File: src/rtl/piso_pkg.sv
// piso_pkg -- shared definitions for the PISO serializer.
//
// Holds the FSM state encoding used by piso_serializer, the state-register
// width and a small parity helper. State constants are plain localparams so
// legacy code that compares raw state codes keeps working.
//
// The PARITY code is always defined here; whether any logic reaches it is
// decided in piso_serializer by PISO_SERIALIZER_PARITY_EN.

package piso_pkg;

  // State register width and encodings.
  localparam int STATE_W = 2;

  localparam logic [STATE_W-1:0] IDLE   = 2'd0;
  localparam logic [STATE_W-1:0] SHIFT  = 2'd1;
  localparam logic [STATE_W-1:0] PARITY = 2'd2;

  // Even parity over a zero-extended word: 1 when the word has an odd number
  // of ones, so that word plus parity bit always carries an even count.
  function automatic logic even_parity(input logic [31:0] w);
    return ^w;
  endfunction

endpackage

File: src/rtl/piso_bit_counter.sv
// piso_bit_counter -- bit index counter for the PISO serializer.
//
// Counts 0..WIDTH-1 and wraps back to 0 on the cycle after terminal count.
// Clear takes priority over enable, so a word accepted on the terminal-count
// cycle restarts the index at 0 for the next frame.
//
// Parameters:
//   WIDTH   number of bits per word (2..32); counter is $clog2(WIDTH) wide
// Ports:
//   clk     clock, rising edge
//   reset   synchronous, active-low
//   clear   force count to 0 (priority over enable)
//   enable  advance count by one
//   tc      high while count == WIDTH-1

module piso_bit_counter #(
  parameter  int WIDTH = 8,
  localparam int CNT_W = $clog2(WIDTH)
) (
  input  logic clk,
  input  logic reset,
  input  logic clear,
  input  logic enable,
  output logic tc
);

  logic [CNT_W-1:0] count;

  assign tc = (count == CNT_W'(WIDTH - 1));

  always_ff @(posedge clk) begin
    if (!reset) begin
      count <= '0;
    end else if (clear) begin
      count <= '0;
    end else if (enable) begin
      // Explicit wrap so non-power-of-two widths stay within 0..WIDTH-1.
      count <= tc ? '0 : count + CNT_W'(1);
    end
  end

endmodule

File: src/rtl/piso_serializer.sv
// piso_serializer -- parallel-in / serial-out word serializer.
//
// Accepts a WIDTH-bit word on a valid/ready handshake and emits it one bit
// per cycle on out_bit, starting the cycle after acceptance. A new word may be
// accepted in the last-bit cycle of the current frame, giving a gap-free
// stream. frame_end marks the final bit of every frame.
//
// Build option:
//   PISO_SERIALIZER_PARITY_EN  when defined, each frame gets one extra
//                              even-parity bit (XOR of the data bits) emitted
//                              in state PARITY right after the data bits.
//
// Parameters:
//   WIDTH      parallel word width, 2..32
//   MSB_FIRST  1: bit WIDTH-1 goes out first; 0: bit 0 goes out first
// Ports:
//   clk         clock, rising edge
//   reset       synchronous, active-low
//   load_valid  load_data holds a word to serialize
//   load_data   parallel word
//   load_ready  a word can be accepted this cycle
//   out_bit     serial data (registered)
//   out_valid   out_bit is a live stream bit
//   frame_end   high with the final bit of each frame

module piso_serializer
  import piso_pkg::*;
#(
  parameter int WIDTH     = 8,
  parameter bit MSB_FIRST = 1'b1
) (
  input  logic             clk,
  input  logic             reset,
  input  logic             load_valid,
  input  logic [WIDTH-1:0] load_data,
  output logic             load_ready,
  output logic             out_bit,
  output logic             out_valid,
  output logic             frame_end
);

  // State reflects what is currently on out_bit: SHIFT means a data bit,
  // PARITY the parity bit, IDLE nothing.
  logic [STATE_W-1:0] state_q, state_d;
  logic [WIDTH-1:0]   sh_q, sh_d;
  logic               bit_q, bit_d;
  logic               vld_q, vld_d;
  // Low from a reset edge until the first edge with reset released, so
  // load_ready stays low throughout reset.
  logic               run_q;

  logic cnt_clr, cnt_en, cnt_tc;
  logic accept, last_bit, first_bit, next_bit;

`ifdef PISO_SERIALIZER_PARITY_EN
  logic par_q;
`endif

  piso_bit_counter #(.WIDTH(WIDTH)) u_cnt (
    .clk    (clk),
    .reset  (reset),
    .clear  (cnt_clr),
    .enable (cnt_en),
    .tc     (cnt_tc)
  );

  // The counter tracks the index of the bit currently on out_bit, so the
  // last data bit is the cycle where it sits at terminal count.
`ifdef PISO_SERIALIZER_PARITY_EN
  assign last_bit = (state_q == PARITY);
`else
  assign last_bit = (state_q == SHIFT) && cnt_tc;
`endif

  assign load_ready = run_q && ((state_q == IDLE) || last_bit);
  assign accept     = load_valid && load_ready;
  assign out_bit    = bit_q;
  assign out_valid  = vld_q;
  assign frame_end  = last_bit;

  // First bit comes straight from load_data so it can be registered on the
  // acceptance edge. Afterwards the register is shifted so that the bit on
  // out_bit always sits at the leading end; the next bit is its neighbour.
  assign first_bit = MSB_FIRST ? load_data[WIDTH-1] : load_data[0];
  assign next_bit  = MSB_FIRST ? sh_q[WIDTH-2]      : sh_q[1];

  always_comb begin
    state_d = state_q;
    sh_d    = sh_q;
    bit_d   = 1'b0;
    vld_d   = 1'b0;
    cnt_clr = 1'b0;
    cnt_en  = 1'b0;

    if (accept) begin
      // Also covers a load in the last-bit cycle: next frame starts at once.
      state_d = SHIFT;
      sh_d    = load_data;
      bit_d   = first_bit;
      vld_d   = 1'b1;
      cnt_clr = 1'b1;
    end else if ((state_q == SHIFT) && !cnt_tc) begin
      sh_d    = MSB_FIRST ? (sh_q << 1) : (sh_q >> 1);
      bit_d   = next_bit;
      vld_d   = 1'b1;
      cnt_en  = 1'b1;
`ifdef PISO_SERIALIZER_PARITY_EN
    end else if ((state_q == SHIFT) && cnt_tc) begin
      state_d = PARITY;
      bit_d   = par_q;
      vld_d   = 1'b1;
`endif
    end else begin
      // Idle, or the last bit went out with no follow-on load.
      state_d = IDLE;
    end
  end

  always_ff @(posedge clk) begin
    if (!reset) begin
      state_q <= IDLE;
      sh_q    <= '0;
      bit_q   <= 1'b0;
      vld_q   <= 1'b0;
      run_q   <= 1'b0;
    end else begin
      state_q <= state_d;
      sh_q    <= sh_d;
      bit_q   <= bit_d;
      vld_q   <= vld_d;
      run_q   <= 1'b1;
    end
  end

`ifdef PISO_SERIALIZER_PARITY_EN
  // Parity is computed once from the accepted word rather than accumulated
  // bit by bit, so it is ready for the cycle after the last data bit.
  always_ff @(posedge clk) begin
    if (!reset) begin
      par_q <= 1'b0;
    end else if (accept) begin
      par_q <= even_parity(32'(load_data));
    end
  end
`endif

endmodule
File: config.mk
export PLATFORM = sky130hd
export DESIGN_NAME = piso_serializer
export DESIGN_NICKNAME = d
export VERILOG_FILES = /design/src/rtl/piso_pkg.sv /design/src/rtl/piso_bit_counter.sv /design/src/rtl/piso_serializer.sv
export SDC_FILE = /design/constraint.sdc
export NUM_CORES = 1
export LEC_CHECK = 0
export CAP_MARGIN = 25
export CORE_MARGIN = 3
export CORE_UTILIZATION = 41
export CTS_CLUSTER_DIAMETER = 40
export DETAILED_ROUTE_END_ITERATION = 16
export PLACE_DENSITY = 0.82
export SETUP_SLACK_MARGIN = 0.02
export SYNTH_ARGS = -nofsm -noshare
export SYNTH_HDL_FRONTEND = slang
export SYNTH_HIERARCHICAL = 1
export SYNTH_SLANG_ARGS = --single-unit
File: constraint.sdc
create_clock -name clk -period 1.4 [get_ports clk]
set_input_delay 0.28 -clock clk [delete_from_list [all_inputs] [get_ports clk]]
set_output_delay 0.28 -clock clk [all_outputs]
set_load 0.1 [all_outputs]
==> metrics <==
status=finished, violations left; failing checks=negative setup slack; Starting Density=around 46%; Slowest cell on crit path=dfxtp_2; Cells after Synth=59; chip width=around 45 um; Syn Nets=roughly 70; die height=about 45 um; routed length per placed instance=16.10 um; Diodes inserted=0; CTS Buf Count=3; PortBufs=14; final non-filler cell total=around 100; Avg Inst Size Synth=about 11 sq um; delay-heaviest family, CP=flip-flops; fin crit period=1689 ps; Vias=540; Sink Count=14; Least-Margin Pin Slew=between 150 and 200 ps; full die area=approximately 0.0020 sq mm; Post-synth EDFFs=0; worst vdd ir=between 500 and 600 uV; first-pass GRT wire length=approximately 2100 um; WHS=between 400 and 500 ps; period utilization=120.7%; post-layout utilization of the core=between 70% and 80%; largest net degree at the start of global routing=13; headroom to the max-slew limit=about nine tenths; post-synth cell types=21; # rows=13; share of the synthesized area in the top cell type=between 40 and 50%; hold endpoint=out_bit$_SDFF_PN0_; top post-synthesis cells by area=dfxtp_1 (45%), mux2i_1 (13%), a21oi_1 (4.8%); most common cell in the netlist=dfxtp_1; final setup fails=13; fmax=slightly below 600 MHz; number of global-route vias before repair=between 500 and 600; Clock Tree Buf Depth=2; DRC violations left=0; Ys Warns=6; maxcap violations=0; Max Fanout on Critical Path=3; post-synthesis register bit count=14; H-tree depth=1; routability cong.=~0.73; Worst EP required=between 1000 and 1500 ps; clock root cell=clkbuf_4; clock skew=slightly above 0.8 ps; slack of the worst reg-to-reg path=-260 ps; Crit path buffers/inverters=1; WHS Path Cells=2; cell mode on critical path=ha_4; final instance area=~0.0010 sq mm; Critical Path Sink Type=output pin; register area share after synthesis=between 40% and 50%; dpl cells=slightly above 90; Slew Limit Fails=0; hold buffers post-CTS=0; Reg-to-Reg End=u_cnt/count[0]$_SDFFE_PP0P_; Post-synth ARST share=0%; number of iterations in the first detailed-routing pass=4; post-synth top area cell=dfxtp_1; kind of critical path=register to output pin; initial detailed-routing violation count=9; Total Power=between 0.9 and 1 mW; Cell Chain, Critical Path=ha_4, ha_4, nand2b_4, and2_4, buf_12; worst skew pair latency=~290 ps; Final ANT Viol Nets=0; Hold Path Class=register to register; Critical Path Max Stage Delay=350 ps; Vias/cell=5.347; share of cells above drive strength 1=roughly half; CTS tree=yes; WP data arrival=1410 ps; Most used DFF post-synth=dfxtp_1; core area=roughly 0.0014 sq mm; RR Startpoint=u_cnt/count[0]$_SDFFE_PP0P_; synthesized area=~630 sq um; Filler Cell Count=between 80 and 90; pwr dens=963.6 mW/mm^2; Register-to-Register Path Depth=8; RSZ-0062 raised after global routing=true; grt ovf=0; final worst slack=-289.3 ps; drt total wl=1626 um; Worst Min Path Start=sh_q[6]$_SDFFE_PN0P_; initial antenna violation count=0; Ports=15; Reg clk slew, reported paths=90 ps; final hold viol count=0; Startpoint Class=register; GRT Total Usage=15.11%; P_leak=around 0.43 nW; area grow syn2layout=65.20%; Layout Nets=100; DP Area=about 900 sq um; DP HPWL=957.2 um; top cells by count, synth=dfxtp_1 (14), mux2i_1 (8), a21oi_1 (6), o21ai_0 (6), nor2_1 (3)
[final cells by class]
class,instances,area [sq um],area share [%]
timing repair buffer,25,307.8,29.78
clock buffer,4,36.28,3.511
tap,15,18.77,1.816
multi-input combinational,42,381.6,36.92
sequential,14,282.8,27.36
inverter,1,6.256,0.6053
[worst reg2reg max path: cells and delay by family, from the launching register on]
family	cells	cell delay [ps]
AND/OR/NAND/NOR	2	500
flip-flops	1	350
buffers and inverters	3	320
adder cells (fa/ha/maj)	2	310
AO/OA/AOI/OAI	1	130
[worst max path at each step]
stage | from | endpoint | slack, ps | cells after the start
floorplan | u_cnt/count[1]$_SDFFE_PP0P_ | load_ready | -130 | 6
global placement | load_valid | u_cnt/count[2]$_SDFFE_PP0P_ | -6 | 5
detailed placement | load_valid | u_cnt/count[1]$_SDFFE_PP0P_ | -30 | 5
CTS | u_cnt/count[0]$_SDFFE_PP0P_ | load_ready | -290 | 5
global route | u_cnt/count[0]$_SDFFE_PP0P_ | load_ready | -340 | 5
finish | u_cnt/count[0]$_SDFFE_PP0P_ | load_ready | -290 | 5
[timing repair]
item,4_1_cts,5_1_grt
gates resized for setup,8,16
cloned,0,1
endpoints found under the setup margin,3,11
pin swaps,0,4
buffers inserted,1,2
[per-layer routing]
layer | routed length [um] | vias to the layer above | part of all wire [%] | global-route usage, %
li1 | - | 261 | - | -
met2 | 940 | 10 | 58 | 24.58
met4 | 0 | 0 | 0 | 7.018
met3 | 65 | 0 | 4.0 | 7.171
met1 | 621 | 269 | 38 | 16.46
met5 | 0 | - | 0 | 0
[sequential cells by signal, summed over array words and instances (netlist names)]
signal,cells
out_valid,1
state_q,1
run_q,1
out_bit,1
sh_q,7
u_cnt/count,3
[layout by cell type (no fill, tap or decap)]
| master | count |
|---|---|
| dfxtp_1 | 12 |
| clkdlybuf4s50_1 | 10 |
| mux2i_1 | 8 |
| o21ai_2 | 6 |
| buf_12 | 5 |
| buf_4 | 5 |
| a21oi_2 | 4 |
| a21oi_1 | 4 |
| buf_6 | 4 |
| clkbuf_4 | 3 |
| nand2b_4 | 2 |
| nand2_4 | 2 |
| nor2_1 | 2 |
| nand2_1 | 2 |
| a21boi_2 | 2 |
| ha_4 | 2 |
| dfxtp_2 | 2 |
| inv_4 | 1 |
| and2_4 | 1 |
| and2_2 | 1 |
| nand3_1 | 1 |
| nand4_1 | 1 |
| a21boi_1 | 1 |
| clkbuf_8 | 1 |
| clkbuf_16 | 1 |
| or3b_1 | 1 |
| nand2b_1 | 1 |
| nor2_2 | 1 |
[kinds of logic after synthesis]
| group | synth area share [%] |
|---|---|
| buffers and inverters | 4.799 |
| flip-flops | 44.80 |
| AND/OR/NAND/NOR | 16.40 |
| AO/OA/AOI/OAI | 17.20 |
| adder cells (fa/ha/maj) | 3.999 |
| multiplexers | 12.80 |
[stage by stage]
step                      worst slack [ps]  setup TNS [ps]
after global placement              -6.021          -10.12
after floorplan                     -127.0          -209.0
after global routing                -337.1           -2270
after detailed placement            -31.51          -60.52
after CTS                           -293.4          -709.6
final                               -289.3           -1471
[power breakdown]
group | total (mW) | switching, mW | leakage, nW | internal [mW]
logic | 0.249 | 0.120 | 0.297 | 0.129
clock network | 0.300 | 0.141 | 0.0210 | 0.159
registers | 0.447 | 0.0223 | 0.116 | 0.425
Note: power is estimated with default switching activity, not from simulation.
